File: src/rtl/apb_pkg.sv
// Shared types and default sizes for the APB master sequencer.
package apb_pkg;

    // Transfer phase of the APB master: idle, address setup, data access.
    typedef enum logic [1:0] {
        IDLE   = 2'd0,
        SETUP  = 2'd1,
        ACCESS = 2'd2
    } apb_state_e;

    localparam int APB_AW       = 9;
    localparam int APB_DW       = 8;
    localparam int APB_MAX_WAIT = 15;

endpackage

File: src/rtl/apb_wait_timer.sv
// Wait-state counter for the ACCESS phase. Counts stalled cycles and flags
// the cycle in which the count reaches MAX_WAIT so the master can abort.
module apb_wait_timer #(
    parameter  int MAX_WAIT = 15,
    localparam int CW       = $clog2(MAX_WAIT + 1)
) (
    input  logic clk,
    input  logic rst_n,
    input  logic clear,
    input  logic enable,
    output logic expire
);

    logic [CW-1:0] count;

    // Count stalled cycles; clear wins so each new transfer starts from zero.
    always_ff @(posedge clk or negedge rst_n) begin
        if (!rst_n) begin
            count <= '0;
        end else if (clear) begin
            count <= '0;
        end else if (enable) begin
            count <= count + CW'(1);
        end
    end

    // Expire on the stalled cycle whose increment lands on MAX_WAIT.
    always_comb begin
        expire = enable && (count == CW'(MAX_WAIT - 1));
    end

endmodule

File: src/rtl/apb_master_ctrl.sv
// APB master sequencer: turns a request into an APB SETUP/ACCESS cycle,
// decodes the slave from the address MSB, captures read data and aborts
// transfers that stall past MAX_WAIT wait states.
//
// Handshake: a request is taken when transfer=1 while the master is IDLE or
// in the ACCESS cycle where pready=1; request fields are sampled only then.
// An ACCESS cycle completes on pready=1; xfer_done pulses for one cycle
// afterwards, with xfer_err set for pslverr or a timeout abort.
module apb_master_ctrl
    import apb_pkg::*;
#(
    parameter int AW       = APB_AW,
    parameter int DW       = APB_DW,
    parameter int MAX_WAIT = APB_MAX_WAIT
) (
    input  logic          pclk,
    input  logic          presetn,
    input  logic          transfer,
    input  logic          read_write,
    input  logic [AW-1:0] apb_write_paddr,
    input  logic [DW-1:0] apb_write_data,
    input  logic [AW-1:0] apb_read_paddr,
    output logic [DW-1:0] apb_read_data_out,
    output logic          xfer_done,
    output logic          xfer_err,
    output logic          psel1,
    output logic          psel2,
    output logic          penable,
    output logic          pwrite,
    output logic [AW-1:0] paddr,
    output logic [DW-1:0] pwdata,
    input  logic [DW-1:0] prdata1,
    input  logic [DW-1:0] prdata2,
    input  logic          pready,
    input  logic          pslverr,
    output apb_state_e    state
);

    apb_state_e state_next;
    logic       load_req;
    logic       complete;
    logic       timeout;
    logic       wait_clear;
    logic       wait_en;

    // Wait-state timer: restarted in SETUP, counts ACCESS cycles with pready low.
    always_comb begin
        wait_clear = (state == SETUP);
        wait_en    = (state == ACCESS) && !pready;
    end

    apb_wait_timer #(
        .MAX_WAIT (MAX_WAIT)
    ) u_wait_timer (
        .clk    (pclk),
        .rst_n  (presetn),
        .clear  (wait_clear),
        .enable (wait_en),
        .expire (timeout)
    );

    // State register; reset drops any in-flight transfer.
    always_ff @(posedge pclk or negedge presetn) begin
        if (!presetn) begin
            state <= IDLE;
        end else begin
            state <= state_next;
        end
    end

    // Next-state logic plus the request-load and completion strobes.
    always_comb begin
        state_next = state;
        load_req   = 1'b0;
        complete   = 1'b0;
        case (state)
            IDLE: begin
                if (transfer) begin
                    state_next = SETUP;
                    load_req   = 1'b1;
                end
            end
            SETUP: begin
                state_next = ACCESS;
            end
            ACCESS: begin
                if (pready) begin
                    complete = 1'b1;
                    if (transfer) begin
                        state_next = SETUP;
                        load_req   = 1'b1;
                    end else begin
                        state_next = IDLE;
                    end
                end else if (timeout) begin
                    state_next = IDLE;
                end
            end
            default: begin
                state_next = IDLE;
            end
        endcase
    end

    // APB control outputs decoded from state; the address MSB picks the slave.
    always_comb begin
        psel1   = (state != IDLE) && !paddr[AW-1];
        psel2   = (state != IDLE) &&  paddr[AW-1];
        penable = (state == ACCESS);
    end

    // Latch the request fields so they stay stable through SETUP and ACCESS.
    always_ff @(posedge pclk or negedge presetn) begin
        if (!presetn) begin
            pwrite <= 1'b0;
            paddr  <= '0;
            pwdata <= '0;
        end else if (load_req) begin
            pwrite <= !read_write;
            paddr  <= read_write ? apb_read_paddr : apb_write_paddr;
            pwdata <= apb_write_data;
        end
    end

    // One-cycle completion pulse; a timeout always reports as an error.
    always_ff @(posedge pclk or negedge presetn) begin
        if (!presetn) begin
            xfer_done <= 1'b0;
            xfer_err  <= 1'b0;
        end else begin
            xfer_done <= complete || timeout;
            xfer_err  <= (complete && pslverr) || timeout;
        end
    end

    // Capture read data on any read completion (pslverr included), never on abort.
    always_ff @(posedge pclk or negedge presetn) begin
        if (!presetn) begin
            apb_read_data_out <= '0;
        end else if (complete && !pwrite) begin
            apb_read_data_out <= paddr[AW-1] ? prdata2 : prdata1;
        end
    end

endmodule

File: config.mk
export PLATFORM = sky130hd
export DESIGN_NAME = apb_master_ctrl
export DESIGN_NICKNAME = d
export VERILOG_FILES = /design/src/rtl/apb_pkg.sv /design/src/rtl/apb_wait_timer.sv /design/src/rtl/apb_master_ctrl.sv
export SDC_FILE = /design/constraint.sdc
export NUM_CORES = 1
export LEC_CHECK = 0
export ABC_AREA = 1
export CORE_ASPECT_RATIO = 1.4
export CORE_MARGIN = 2
export CORE_UTILIZATION = 36
export CTS_CLUSTER_DIAMETER = 200
export CTS_CLUSTER_SIZE = 24
export DETAILED_ROUTE_END_ITERATION = 8
export PLACE_DENSITY = 0.77
export SLEW_MARGIN = 20
export SYNTH_ARGS = -nofsm -noshare
export SYNTH_HDL_FRONTEND = slang
export SYNTH_SLANG_ARGS = --single-unit
File: constraint.sdc
create_clock -name pclk -period 1 [get_ports pclk]
set_input_delay 0.2 -clock pclk [delete_from_list [all_inputs] [get_ports pclk]]
set_output_delay 0.2 -clock pclk [all_outputs]
set_load 0.02 [all_outputs]
After elaboration in Yosys (flattened, before gate mapping)
Index checks and enable logic that the tools add are counted.
Storage, ports and cells
  register bits after elaboration: 34
  input bits: 48
  output and inout bits: 33
  word-level logic and storage cells: 44
Cells by class
  $add $sub $neg: 1
  eq/ne operators: 5
  multiplexer cells: 14
  reductions and logical operators: 16
Operators with widths (number)
  9-bit 2-to-1 mux: 1
  4-bit 2-to-1 mux: 2
  8-bit 2-to-1 mux: 1
  1-bit logical AND: 6
  2-bit 2-to-1 mux: 3
  2-bit one-hot mux with 3 select lines: 1
  1-bit 2-to-1 mux: 5
  4-bit by 1-bit adder with 4-bit output, second input constant: 1
  4-bit equality test, second input constant: 1
  1-bit zero test: 4
  2-bit nonzero test: 2
  3-bit by 1-bit inequality test with 1-bit output, second input constant: 1
  2-bit by 1-bit equality test with 1-bit output, second input constant: 1
  2-bit equality test, second input constant: 1
  2-bit zero test: 1
  1-bit logical OR: 2
  2-bit inequality test, second input constant: 1
  1-bit one-hot mux with 2 select lines: 1
  2-bit AND reduction: 1

Logic depth before layout (Yosys ltp)
  depth after elaboration: 6
  depth in mapped cells: 7
  mapped depth without buffers: 6

Modules after synthesis
Synthesis repeated with hierarchy kept, for this count alone.
Second synthesis, totals
  cell total of the unflattened synthesis: 215
  area total of the unflattened synthesis: 1640.3 um^2
By module, submodules not included
  apb_master_ctrl: instances 1, cells an instance 188, area an instance 1418.9 um^2, sequential area each 750.7 um^2
  apb_wait_timer: instances 1, cells an instance 27, area an instance 221.5 um^2, sequential area each 100.1 um^2

Least setup slack after synthesis
OpenSTA, ideal clock, no wires.
  path kind: reg2reg
  start: register state[1]
  end: register apb_read_data_out[0]
  library setup time: 0.117 ns
  arrival time: 1.164 ns
  required time: 0.883 ns
  setup slack: -0.281 ns
  cell stages (with the launch flop): 6
  path buffers: 0
  period minus slack after synthesis: 1.281 ns
  cells stage by stage: dfrtp_1 inv_1 nor2_4 nand3_1 nand2_1 nand2_1
On the way
  longest elaborated chain between the ends: 3
RTL lines
  from (decl): RTL line apb_master_ctrl.sv:36  | output apb_state_e state
  from (signal assigned): RTL line apb_master_ctrl.sv:67  | state <= state_next;
  2-bit equality test
  named net penable: RTL line apb_master_ctrl.sv:28  | output logic penable,
  1-bit 2-to-1 mux: RTL line apb_master_ctrl.sv:76  | case (state)
  1-bit logical AND: RTL line apb_master_ctrl.sv:140  | end else if (complete && !pwrite) begin
  to (signal assigned): RTL line apb_master_ctrl.sv:141  | apb_read_data_out <= paddr[AW-1] ? prdata2 : prdata1;
  to (decl): RTL line apb_master_ctrl.sv:23  | output logic [DW-1:0] apb_read_data_out,
The timed path passes the listed nets, and every way through them passes these cells.
A chain may end at the register's enable or synchronous reset.

Final worst setup path
  start: register state[0]
  end: output state[0]
No word-level cell between the ends.

==> metrics <==
outcome finished, violations left; failing checks negative setup slack; worst setup margin -0.260 ns; Synth Instances 221; HP Class primary input to asynchronous set/reset pin; Clock Sinks 34; nets@finish 387; drt wl/cell 12.0 um; Switch Pwr 2.22 mW; Tot GR Track Use 19.3%; sw frac 36.4%; post-synth cell types 17; R2R Path Start state[0]; die height 84.0 um; final antenna-violating net count 0; Final HPWL DP 3140 um; Clock Skews 0.00818 ns; layout cells sized above 1 31.1%; Avg Cell Area, Syn 7.44 sq um; sequential share of the synthesized area 51.8%; worst path required time 0.80 ns; initial antenna violation count 0; area grow syn2layout 84.6%; Worst setup SP type register; Final Core Density 68.0%; number of synthesized register bits 34; Pwr Density 2010 nW/um^2; total power 6.10 mW; most frequent cells in the layout nand2_1 (123), clkdlybuf4s50_1 (46), buf_6 (33); part of the power in registers 34.4%; RSZ-0062 raised after global routing true; final WL 4790 um; R2R Path End pwdata[7]; Initial Util 36.8%; DRC violation count after routing 0; initial DRC count 28; Die ar. 5130 sq um; CTS H-tree lvls 2; # rows 29; Final Critical Period 1.26 ns; Internal Power 3.88 mW; Critical Path Sink state[0]; worst slew pin tran 0.193 ns; placed cells 375; number of max-cap violations 0; IO Pins 81; die width 61.1 um; Slew Viols, Final 0; Peak VDD IR 1.02 mV; Routability Congestion 0.702; Syn. warnings 0; CTS root buf clkbuf_8; Setup CP Type register to output port; core area 4460 sq um; Vias per Instance 4.46; pin count of the biggest net entering global routing 35; grt ovf 0; combinational power share 48.8%; via count of the first global-routing pass 1700; crit path launch state[0]; Reg2Reg Depth 6; Achievable Freq 0.793 GHz; Final Cycle Share 126%; power share of the clock group 16.8%; Final setup viols 65; Leakage 1.60 nW; first-pass GRT wire length 7470 um; Mapped Area 1640 sq um; CP arrival 1.06 ns; clock slew at reported path FFs 0.07 ns; crit end category output port; peak fanout along the critical path 4; Rel. slew slack 87.0%; Worst-Skew Late Latency 0.29 ns; TritonCTS clock tree done; Finished Layout Cells 400; total CTS buffers 5; setup TNS -6.53 ns; Inserted Diodes 0; Bufs on Longest Clock Path 2; I/O Buffers 80; commonest non-fill, non-tap cell in the layout nand2_1; Place WS -0.454 ns; DR vias 1785; TritonRoute pass-1 iters 4; syn nets 271; Final Hold Viols 0; R2R Setup Slk -0.24 ns
## registers in the layout (all words and copies together), names as in the netlist
signal              cells
paddr                   9
apb_read_data_out       8
pwdata                  8
u_wait_timer.count      4
state                   2
pwrite                  1
xfer_done               1
xfer_err                1
## per-layer routing
layer,wire [um],GRT usage (%),vias up,part of all wire [%]
li1,-,-,892,-
met1,1740,20.5,830,36
met2,2710,34.3,56,57
met3,235,4.34,7,4.9
met4,105,8.30,0,2.2
met5,0,0,-,0
## cells by family (layout without fill, tap and decap cells)
| kind of cell | Yosys count | in the layout | share of synthesized area (%) |
|---|---|---|---|
| AND/OR/NAND/NOR | 145 | 145 | 34.7 |
| flip-flops | 34 | 34 | 51.8 |
| buffers and inverters | 28 | 145 | 8.14 |
| AO/OA/AOI/OAI | 11 | 11 | 3.35 |
| adder cells (fa/ha/maj) | 2 | 2 | 1.52 |
| XOR/XNOR | 1 | 1 | 0.533 |
## through the flow
stage | hold WS [ns] | area, sq um
finish | 0.382 | 3040
detailed placement | 0.173 | 2660
CTS | 0.389 | 2900
global placement | 0.175 | 2660
global route | 0.420 | 3040
floorplan | -0.0956 | 1690
## cell usage after synthesis, drive strengths merged
master	n	share of area [%]
o21ai	11	3.3
nand3	9	2.7
clkinv	1	0.23
dfrtp	34	52
ha	2	1.5
buf	4	2.0
inv	21	4.8
clkbuf	2	1.1
xor2	1	0.53
nor2	8	2.6
nand2	128	29
## power groups by stage
stage	combinational, mW	clock (mW)	sequential, mW
final	2.98	1.03	2.10
after global routing	3.23	1.09	2.14
after CTS	2.77	1.06	2.08
after detailed placement	2.46	0	2.04
after global placement	2.43	0	2.02
after floorplan	0.740	0	2.47
## worst min-delay path by stage
stage | from | to | slack (ns) | cells after the start
CTS | presetn | u_wait_timer.count[1] | 0.39 | 3
floorplan | presetn | apb_read_data_out[0] | -0.1 | 0
global placement | presetn | u_wait_timer.count[1] | 0.17 | 2
global route | presetn | u_wait_timer.count[1] | 0.42 | 3
finish | presetn | u_wait_timer.count[1] | 0.38 | 3
detailed placement | presetn | u_wait_timer.count[1] | 0.17 | 2
## layout make-up
type	instances	area [sq um]
Inverter	22	97.6
Clock buffer	7	86.3
Sequential cell	34	855
Multi-Input combinational cell	159	769
Tap cell	62	77.6
Clock inverter	1	5.00
Timing Repair Buffer	115	1140
Fill cell	383	1430
## timing repair
action	in CTS	in global routing
pin swaps	7	4
endpoints found under the hold margin	34	0
hold buffers	1	0
gates cloned	0	1
setup buffers	7	8
endpoints found under the setup margin	67	67
gates resized for setup	211	15
## critical path, cell delays in order (launching register included)
cell and delay [ns]:
dfrtp_2 0.45, buf_4 0.18, buf_4 0.16
No activity file was read; power rests on OpenSTA's default activity.
